File: config.mk
export PLATFORM = sky130hd
export DESIGN_NAME = id_stage
export DESIGN_NICKNAME = d
export VERILOG_FILES = /design/src/rtl/loongarch_pkg.sv /design/src/rtl/id_decode.sv /design/src/rtl/id_stage.sv
export SDC_FILE = /design/constraint.sdc
export NUM_CORES = 1
export LEC_CHECK = 0
export ABC_CLOCK_PERIOD_IN_PS = 11700
export CAP_MARGIN = 20
export CORE_MARGIN = 2
export CORE_UTILIZATION = 51
export CTS_CLUSTER_DIAMETER = 80
export CTS_CLUSTER_SIZE = 10
export DETAILED_ROUTE_END_ITERATION = 10
export PLACE_DENSITY = 0.84
export SYNTH_ARGS = -nofsm -noshare
export SYNTH_HDL_FRONTEND = slang
export SYNTH_SLANG_ARGS = --single-unit
File: constraint.sdc
create_clock -name clk -period 11.7 [get_ports clk]
set_input_delay 2.34 -clock clk [delete_from_list [all_inputs] [get_ports clk]]
set_output_delay 2.34 -clock clk [all_outputs]
set_load 0.02 [all_outputs]
File: src/rtl/loongarch_pkg.sv
// rtl/loongarch_pkg.sv - shared LoongArch decode constants, bus widths and ID state type
package loongarch_pkg;

  localparam logic [31:0] LA_RESET_PC    = 32'h1c000000;
  localparam int          LA_BUS_IF_ID_W = 65;
  localparam int          LA_BUS_ID_EX_W = 134;

  // Opcode fields, right-aligned to the instruction bits they are compared against
  localparam logic [16:0] OP17_ADD_W  = 17'h00020;  // inst[31:15]
  localparam logic [16:0] OP17_SUB_W  = 17'h00022;  // inst[31:15]
  localparam logic [9:0]  OP10_ADDI_W = 10'h00a;    // inst[31:22]
  localparam logic [9:0]  OP10_LD_W   = 10'h0a2;    // inst[31:22]
  localparam logic [9:0]  OP10_ST_W   = 10'h0a6;    // inst[31:22]
  localparam logic [6:0]  OP7_LU12I_W = 7'h0a;      // inst[31:25]
  localparam logic [5:0]  OP6_JIRL    = 6'h13;      // inst[31:26]
  localparam logic [5:0]  OP6_B       = 6'h14;
  localparam logic [5:0]  OP6_BL      = 6'h15;
  localparam logic [5:0]  OP6_BEQ     = 6'h16;
  localparam logic [5:0]  OP6_BNE     = 6'h17;

  // RUN accepts in order; WAIT discards bundles until fetch delivers the redirect target
  typedef enum logic {
    ID_RUN  = 1'b0,
    ID_WAIT = 1'b1
  } id_state_e;

  // Byte offset of a branch: offs16 alone, or {offs_hi, offs16} for b/bl, shifted by 2 and sign-extended
  function automatic logic [31:0] br_offs_of(input logic [15:0] offs16,
                                             input logic [9:0]  offs_hi,
                                             input logic        is_long);
    logic [31:0] r;
    if (is_long) r = {{4{offs_hi[9]}}, offs_hi, offs16, 2'b00};
    else         r = {{14{offs16[15]}}, offs16, 2'b00};
    return r;
  endfunction

endpackage

File: src/rtl/id_decode.sv
// rtl/id_decode.sv - combinational decode of the supported LoongArch subset
module id_decode
  import loongarch_pkg::*;
(
  input  logic [31:0] inst,
  output logic        is_b,
  output logic        is_bl,
  output logic        is_beq,
  output logic        is_bne,
  output logic        is_jirl,
  output logic        use_rj,
  output logic        use_rkd,
  output logic [4:0]  rj_addr,
  output logic [4:0]  rkd_addr,
  output logic [4:0]  dest,
  output logic        gr_we,
  output logic [31:0] br_offs
);

  logic is_add, is_sub, is_addi, is_lu12i, is_ld, is_st;
  logic src2_is_rd;

  // Opcode match; anything unmatched falls through as a nop that writes nothing
  always_comb begin
    is_add   = inst[31:15] == OP17_ADD_W;
    is_sub   = inst[31:15] == OP17_SUB_W;
    is_addi  = inst[31:22] == OP10_ADDI_W;
    is_ld    = inst[31:22] == OP10_LD_W;
    is_st    = inst[31:22] == OP10_ST_W;
    is_lu12i = inst[31:25] == OP7_LU12I_W;
    is_jirl  = inst[31:26] == OP6_JIRL;
    is_b     = inst[31:26] == OP6_B;
    is_bl    = inst[31:26] == OP6_BL;
    is_beq   = inst[31:26] == OP6_BEQ;
    is_bne   = inst[31:26] == OP6_BNE;
  end

  // Source usage, destination and write enable derived from the op flags
  always_comb begin
    src2_is_rd = is_st | is_beq | is_bne;
    use_rj     = is_add | is_sub | is_addi | is_ld | is_st | is_jirl | is_beq | is_bne;
    use_rkd    = is_add | is_sub | src2_is_rd;
    rj_addr    = inst[9:5];
    rkd_addr   = src2_is_rd ? inst[4:0] : inst[14:10];
    gr_we      = is_add | is_sub | is_addi | is_lu12i | is_ld | is_bl | is_jirl;
    if (is_bl)                               dest = 5'd1;
    else if (is_st | is_b | is_beq | is_bne) dest = 5'd0;
    else                                     dest = inst[4:0];
    br_offs    = br_offs_of(inst[25:10], inst[9:0], is_b | is_bl);
  end

endmodule

File: src/rtl/id_stage.sv
// rtl/id_stage.sv - decode stage: bundle filtering, branch resolve, replay and issue to EX
module id_stage
  import loongarch_pkg::*;
#(
  parameter logic [31:0] RESET_PC    = LA_RESET_PC,
  parameter int          BUS_ID_EX_W = LA_BUS_ID_EX_W
) (
  input  logic                   clk,
  input  logic                   rst,
  input  logic [64:0]            if_to_id_bus,
  output logic                   id_allowin,
  output logic                   flush,
  output logic [31:0]            pc_real,
  output logic [4:0]             rf_raddr1,
  output logic [4:0]             rf_raddr2,
  input  logic [31:0]            rf_rdata1,
  input  logic [31:0]            rf_rdata2,
  input  logic [4:0]             ex_dest,
  input  logic [4:0]             mem_dest,
  input  logic [4:0]             wb_dest,
  input  logic                   ex_allowin,
  output logic                   id_to_ex_valid,
  output logic [BUS_ID_EX_W-1:0] id_to_ex_bus
);

  logic        in_predict;
  logic [31:0] in_inst;
  logic [31:0] in_pc;
  assign {in_predict, in_inst, in_pc} = if_to_id_bus;

  id_state_e   state, state_n;
  logic [31:0] target, target_n;
  logic        valid, redirected, predict_r;
  logic [31:0] pc_r, inst_r;

  logic        is_b, is_bl, is_beq, is_bne, is_jirl;
  logic        use_rj, use_rkd, gr_we;
  logic [4:0]  dest;
  logic [31:0] br_offs;

  id_decode u_decode (
    .inst     (inst_r),
    .is_b     (is_b),
    .is_bl    (is_bl),
    .is_beq   (is_beq),
    .is_bne   (is_bne),
    .is_jirl  (is_jirl),
    .use_rj   (use_rj),
    .use_rkd  (use_rkd),
    .rj_addr  (rf_raddr1),
    .rkd_addr (rf_raddr2),
    .dest     (dest),
    .gr_we    (gr_we),
    .br_offs  (br_offs)
  );

  logic        hazard, readygo, leave;
  logic        taken, br_flush;
  logic [31:0] br_target, br_pc_real;
  logic        in_match, accept, replay;

  // No forwarding: any used nonzero source still pending in EX/MEM/WB holds the op
  always_comb begin
    hazard = (use_rj && rf_raddr1 != 5'd0 &&
              (rf_raddr1 == ex_dest || rf_raddr1 == mem_dest || rf_raddr1 == wb_dest)) ||
             (use_rkd && rf_raddr2 != 5'd0 &&
              (rf_raddr2 == ex_dest || rf_raddr2 == mem_dest || rf_raddr2 == wb_dest));
  end

  assign readygo        = valid & ~hazard;
  assign id_allowin     = ~valid | (readygo & ex_allowin);
  assign id_to_ex_valid = valid & readygo;
  assign leave          = id_to_ex_valid & ex_allowin;
  assign id_to_ex_bus   = {pc_r, inst_r, rf_rdata1, rf_rdata2, dest, gr_we};

  // Branch resolve; redirected keeps a stalled branch from flushing a second time
  always_comb begin
    taken      = is_b | is_bl | is_jirl |
                 (is_beq & (rf_rdata1 == rf_rdata2)) |
                 (is_bne & (rf_rdata1 != rf_rdata2));
    br_target  = (is_jirl ? rf_rdata1 : pc_r) + br_offs;
    br_pc_real = taken ? br_target : pc_r + 32'd4;
    br_flush   = readygo & ~redirected & (taken != predict_r);
  end

  // Next state: branch flush beats replay; a bundle is only considered when it is on-path
  always_comb begin
    in_match = (state == ID_RUN) || (in_pc == target);
    accept   = 1'b0;
    replay   = 1'b0;
    state_n  = state;
    target_n = target;
    if (br_flush) begin
      state_n  = ID_WAIT;
      target_n = br_pc_real;
    end else if (in_match) begin
      if (id_allowin) begin
        accept  = 1'b1;
        state_n = ID_RUN;
      end else begin
        replay   = 1'b1;
        state_n  = ID_WAIT;
        target_n = in_pc;
      end
    end
  end

  // State register; reset waits for the first fetch at RESET_PC
  always_ff @(posedge clk) begin
    if (rst) begin
      state  <= ID_WAIT;
      target <= RESET_PC;
    end else begin
      state  <= state_n;
      target <= target_n;
    end
  end

  // Stage occupancy and latched bundle
  always_ff @(posedge clk) begin
    if (rst) begin
      valid     <= 1'b0;
      pc_r      <= 32'd0;
      inst_r    <= 32'd0;
      predict_r <= 1'b0;
    end else begin
      if (accept)     valid <= 1'b1;
      else if (leave) valid <= 1'b0;
      if (accept) begin
        pc_r      <= in_pc;
        inst_r    <= in_inst;
        predict_r <= in_predict;
      end
    end
  end

  // Redirected marks the resident op as already resolved until it leaves
  always_ff @(posedge clk) begin
    if (rst)           redirected <= 1'b0;
    else if (leave)    redirected <= 1'b0;
    else if (br_flush) redirected <= 1'b1;
  end

  // Registered one-cycle redirect pulse to fetch
  always_ff @(posedge clk) begin
    if (rst) begin
      flush   <= 1'b0;
      pc_real <= 32'd0;
    end else begin
      flush <= br_flush | replay;
      if (br_flush)    pc_real <= br_pc_real;
      else if (replay) pc_real <= in_pc;
    end
  end

endmodule

== Word level (Yosys, flattened, before mapping) ==
Cells that the tools add are included.

* Register bits after elaboration: 133
* Input bits: 147

* Add/sub/neg operators: 2
* Equality and inequality tests: 22
* Multiplexer cells: 19
* Bitwise operators: 35
* Reduce and logical (&&, ||, !) cells: 18

{| class="wikitable"
|+ Operators with widths
! operator !! number
|-
| two-way mux 32 bit || 8
|-
| == test 32 bit || 2
|-
| == test 17 x 6 -> 1 bit (second input constant) || 2
|-
| adder 32 x 3 -> 32 bit (second input constant) || 1
|-
| adder 32 bit || 1
|-
| inequality test 32 bit || 1
|-
| == test 5 bit || 6
|-
| == test 6 x 5 -> 1 bit (second input constant) || 5
|-
| bitwise OR 1 bit || 23
|-
| == test 10 x 8 -> 1 bit (second input constant) || 2
|-
| two-way mux 5 bit || 3
|-
| == test 10 x 4 -> 1 bit (second input constant) || 1
|-
| nonzero test 5 bit || 2
|-
| AND 1 bit || 8
|-
| two-way mux 1 bit || 8
|-
| == test 7 x 4 -> 1 bit (second input constant) || 1
|-
| logical OR 1 bit || 6
|-
| nonzero test 2 bit || 3
|-
| logical AND 1 bit || 4
|-
| inverter 1 bit || 4
|-
| OR reduction 2 bit || 2
|-
| inequality test 2 x 1 -> 1 bit (second input constant) || 1
|-
| AND reduction 2 bit || 1
|-
| inequality test 1 bit || 1
|}

== Depth between registers and ports, before layout ==
* Depth after elaboration: 20
* Gate-level depth with buffers: 17

== Hierarchy ==
From an unflattened synthesis, not the netlist that was laid out.

* Cell total of the unflattened synthesis: 1119
* Area total of the unflattened synthesis: 9744.3 um^2

{| class="wikitable"
|+ Modules (own cells, without submodules)
! module !! times used !! cells each !! area each (um^2)
|-
| id_stage || 1 || 1037 || 9075.0
|-
| id_decode || 1 || 82 || 669.4
|}

== Worst setup path before layout ==
Ideal clock, no wire load.

* Kind: input to output
* Start point: in ex_dest[4]
* End point: out id_allowin
* Data arrival time: 3852 ps
* Required time: 9360 ps
* Slack: 5508 ps
* Stages on the path: 5
* Buffers on the path: 0
* Cell sequence: and3_1 -> or4_1 -> or4_1 -> a31oi_1 -> o21ai_1

* Word-level cells in the longest chain between the ends: 9
* Elaborated cells between the ends (all ways): 13

{| class="wikitable"
|+ RTL lines
! what !! line !! source
|-
| from (decl) || id_stage.sv:18 || <nowiki>input logic [4:0] ex_dest,</nowiki>
|-
| == test 5 bit, on equally long branches || id_stage.sv:65, id_stage.sv:67 ||
|-
| logical OR 1 bit, on equally long branches (2 in a row) || id_stage.sv:65, id_stage.sv:67 ||
|-
| logical AND 1 bit, on equally long branches || id_stage.sv:64, id_stage.sv:66 ||
|-
| logical OR 1 bit * || id_stage.sv:65 || <nowiki>(rf_raddr1 == ex_dest || rf_raddr1 == mem_dest || rf_raddr1 == wb_dest)) ||</nowiki>
|-
| inverter 1 bit * || id_stage.sv:70 || <nowiki>assign readygo = valid & ~hazard;</nowiki>
|-
| AND 1 bit * || id_stage.sv:70 ||
|-
| AND 1 bit * || id_stage.sv:71 || <nowiki>assign id_allowin = ~valid | (readygo & ex_allowin);</nowiki>
|-
| bitwise OR 1 bit * || id_stage.sv:71 ||
|-
| to (decl) || id_stage.sv:11 || <nowiki>output logic id_allowin,</nowiki>
|}

Every way passes the cells marked *; elsewhere a longest branch is shown, timed or not.

== Worst setup path after layout ==
Same ends and word-level chain as after synthesis.

==> impl_metrics.py <==
metrics = {
    "synthesis": {
        "netlist_top_cells_count": "157 x a21oi_1, 133 x dfxtp_1, 101 x nand2_1",
        "netlist_top_cells_area": "dfxtp_1 28%, xor2_1 8.6%, a21oi_1 8.1%, buf_4 5.4%, nand3_1 4.4%",
        "ys_types": 60,
        "synthCells": 1234,
        "synth-edff-count": 0,
        "synth_area_leader_cell": "dfxtp_1",
        "synthArstFlopShare": 0,
        "yosys.cell_count.top_type": "a21oi_1",
        "netlist.area_leader.share": 0.276,
        "yosys_warnings": 0,
        "syn_area_um2": 9660,
        "yosysSeqAreaShare": 0.276,
        "synth_ff_type": "dfxtp_1",
        "synth.avg_cell_area_um2": 7.83,
        "synth_seq_cells": 133,
        "syn_nets": 1412,
    },
    "global_route": {
        "grt_pass1_vias": 9750,
        "antenna_found_initial": 2,
        "grt_pass1_wl_um": 57300,
        "grt_start_max_net_pins": 97,
        "grt_overflow": 0,
        "grt_usage": 0.374,
    },
    "finish": {
        "area_growth_pct": 35.6,
        "drive_gt1_frac": 0.0587,
        "layout.nets": 1613,
        "nFillCells": 1526,
    },
    "cts": {
        "clk_latency_ns": 0.43,
        "ctsHoldBuffers": 0,
        "cts_resized": 0,
        "cts_root_buf": "clkbuf_16",
        "numClockSinks": 133,
        "cts_buffer_depth": 2,
        "cts_buffers": 17,
        "clk_pin_slew_ns": 0.06,
        "htree_levels": 4,
        "cts_tree": "yes",
        "cts_setup_buffers": 0,
    },
    "sta": {
        "fmax_ghz": 0.132,
        "setup_viol": 0,
        "relSlewSlack": 0.352,
        "finalHoldViolCount": 0,
        "worst_slew_pin_slew_ns": 0.963,
        "clock_skew_ns": 0.0103,
        "drv_slew": 0,
        "tns_ns": 0,
        "min_period_ns": 7.58,
        "rsz0062_at_grt": "false",
        "min_period_over_period": 0.648,
    },
    "critical_path": {
        "path_class": "input pin to output pin",
        "slowest_stage": "clkdlybuf4s50_1",
        "worstPathMaxFanout": 5,
        "crit_chain": "clkdlybuf4s50_1 -> and3_1 -> or4_1 -> or4_1 -> a31oi_1 -> o21ai_1 -> clkdlybuf4s50_1",
        "endpoint_kind": "output pin",
        "path_delay_family": "simple AND/OR/NAND/NOR gates",
        "crit_path_max_incr_delay_ns": 0.60,
        "crit_buf_inv": 2,
        "cp.arrival_ns": 5.24,
        "startpoint_type": "input pin",
        "cp.required_ns": 9.36,
    },
    "drt": {
        "avgViaCountPerCell": 6.33,
        "postRouteAntennaNets": 0,
        "dr.pass1.iters": 6,
        "via_count": 10700,
        "drt_iter0_markers": 1176,
        "drc": 0,
        "wl_per_cell_um": 22.9,
        "wirelength_um": 38600,
    },
    "die": {
        "rows": 50,
        "start_util": 0.518,
        "ios": 326,
        "die_y_um": 142,
        "dieArea_um2": 20100,
        "die_w_um": 142,
        "placeableCoreArea_um2": 18600,
    },
    "power_and_ir_drop": {
        "p_int_mw": 0.914,
        "power.switching_mw": 0.286,
        "p_leak_nw": 5.08,
        "max-vdd-ir-drop_v": 0.0000997,
        "power.total_mw": 1.20,
        "clkPwrFrac": 0.504,
        "sequentialPowerShare": 0.377,
        "comb_power_share": 0.119,
        "p_per_area_nw_per_um2": 91.6,
        "switching_share": 0.238,
    },
    "min_path": {
        "min_path_type": "flop to flop",
    },
    "flow_run": {
        "maxCapViolCount": 0,
    },
    "placement": {
        "hpwl_um": 28300,
        "portBuffers": 325,
        "finalWeightedCongestion": 0.971,
    },
    "status": {
        "status": "completed",
    },
}
[registers in the layout, summed over array words and instances (netlist names)]
signal      flops
redirected      1
flush           1
inst_r         32
pc_real        32
state           1
predict_r       1
target         32
valid           1
pc_r           32
[metrics by stage]
step,utilization,cell area (um2),hold slack (ns),setup WS (ns),cells
6_report,0.703,13100,0.458,4.12,1682
5_1_grt,0.703,13100,0.487,4.04,1682
4_1_cts,0.703,13100,0.460,4.13,1681
3_5_place_dp,0.667,12400,0.452,4.14,1650
3_3_place_gp,0.667,12400,0.450,4.15,1650
2_1_floorplan,-,9660,0.445,5.51,1234
[power by group through the flow]
stage                     clock, mW  sequential, mW  combinational [mW]
after global routing          0.629           0.453               0.148
after floorplan                   0           0.463              0.0570
final                         0.604           0.453               0.142
after global placement            0           0.463               0.138
after detailed placement          0           0.463               0.139
after CTS                     0.605           0.453               0.140
[per-layer routing]
layer	part of all wire	vias up	global-route usage
met5	0.00018	-	0
met2	0.46	670	0.607
li1	-	4815	-
met1	0.38	5043	0.459
met3	0.10	125	0.110
met4	0.047	2	0.173
[cells by family after synthesis]
group | count (synthesis) | synth area share
compound gates | 379 | 0.237
xor+xnor | 142 | 0.129
fa+ha+maj | 31 | 0.0409
buf+inv | 167 | 0.0950
flops | 133 | 0.276
mux | 39 | 0.0443
simple gates | 343 | 0.178
[path summary, 6_finish.rpt]
check | start | to | slack [ns] | cells past startpoint
worst max-delay path | ex_dest[4] | id_allowin | 4.12 | 7
worst min-delay path | pc_real[5]$_SDFFE_PP0P_ | pc_real[5]$_SDFFE_PP0P_ | 0.46 | 2
worst max register to register | inst_r[22]$_SDFFE_PP0P_ | target[25]$_SDFFE_PP0P_ | 6.44 | 12
worst min register to register | pc_real[5]$_SDFFE_PP0P_ | pc_real[5]$_SDFFE_PP0P_ | 0.46 | 2
[worst register-to-register path: stages (launching register included)]
cell      delay, ns
dfxtp_1        0.40
or4b_4         0.59
nor4_2         0.42
nor2_1         0.22
mux2i_1        0.46
inv_1          0.17
or4_1          0.58
a21oi_1        0.22
a31o_2         0.20
and3_4         0.55
buf_4          0.80
a21oi_1        0.22
a221oi_1       0.33
[final cells by class]
| cell class | instances | area [um2] | share of cell area |
|---|---|---|---|
| diodes | 1 | 2.50 | 0.000191 |
| clock buffers | 18 | 439 | 0.0335 |
| inverters | 14 | 52.6 | 0.00401 |
| repair buffers | 335 | 3330 | 0.254 |
| multi-input cells | 934 | 6100 | 0.466 |
| well taps | 234 | 293 | 0.0223 |
| clock inverters | 13 | 221 | 0.0169 |
| flip-flops and latches | 133 | 2660 | 0.203 |
[cell usage in the layout (no fill, tap or decap), types with 30 or more instances in the layout]
master	netlist	layout
xor2_1	95	95
o21ai_0	79	79
clkdlybuf4s50_1	0	324
mux2_2	30	30
nand2_1	101	101
a21oi_1	157	157
a221oi_1	39	39
nand3_1	84	83
ha_1	30	30
xnor2_1	47	47
dfxtp_1	133	133
a21o_1	43	43
nor2_1	46	46
No activity file was read; power rests on OpenSTA's default activity.
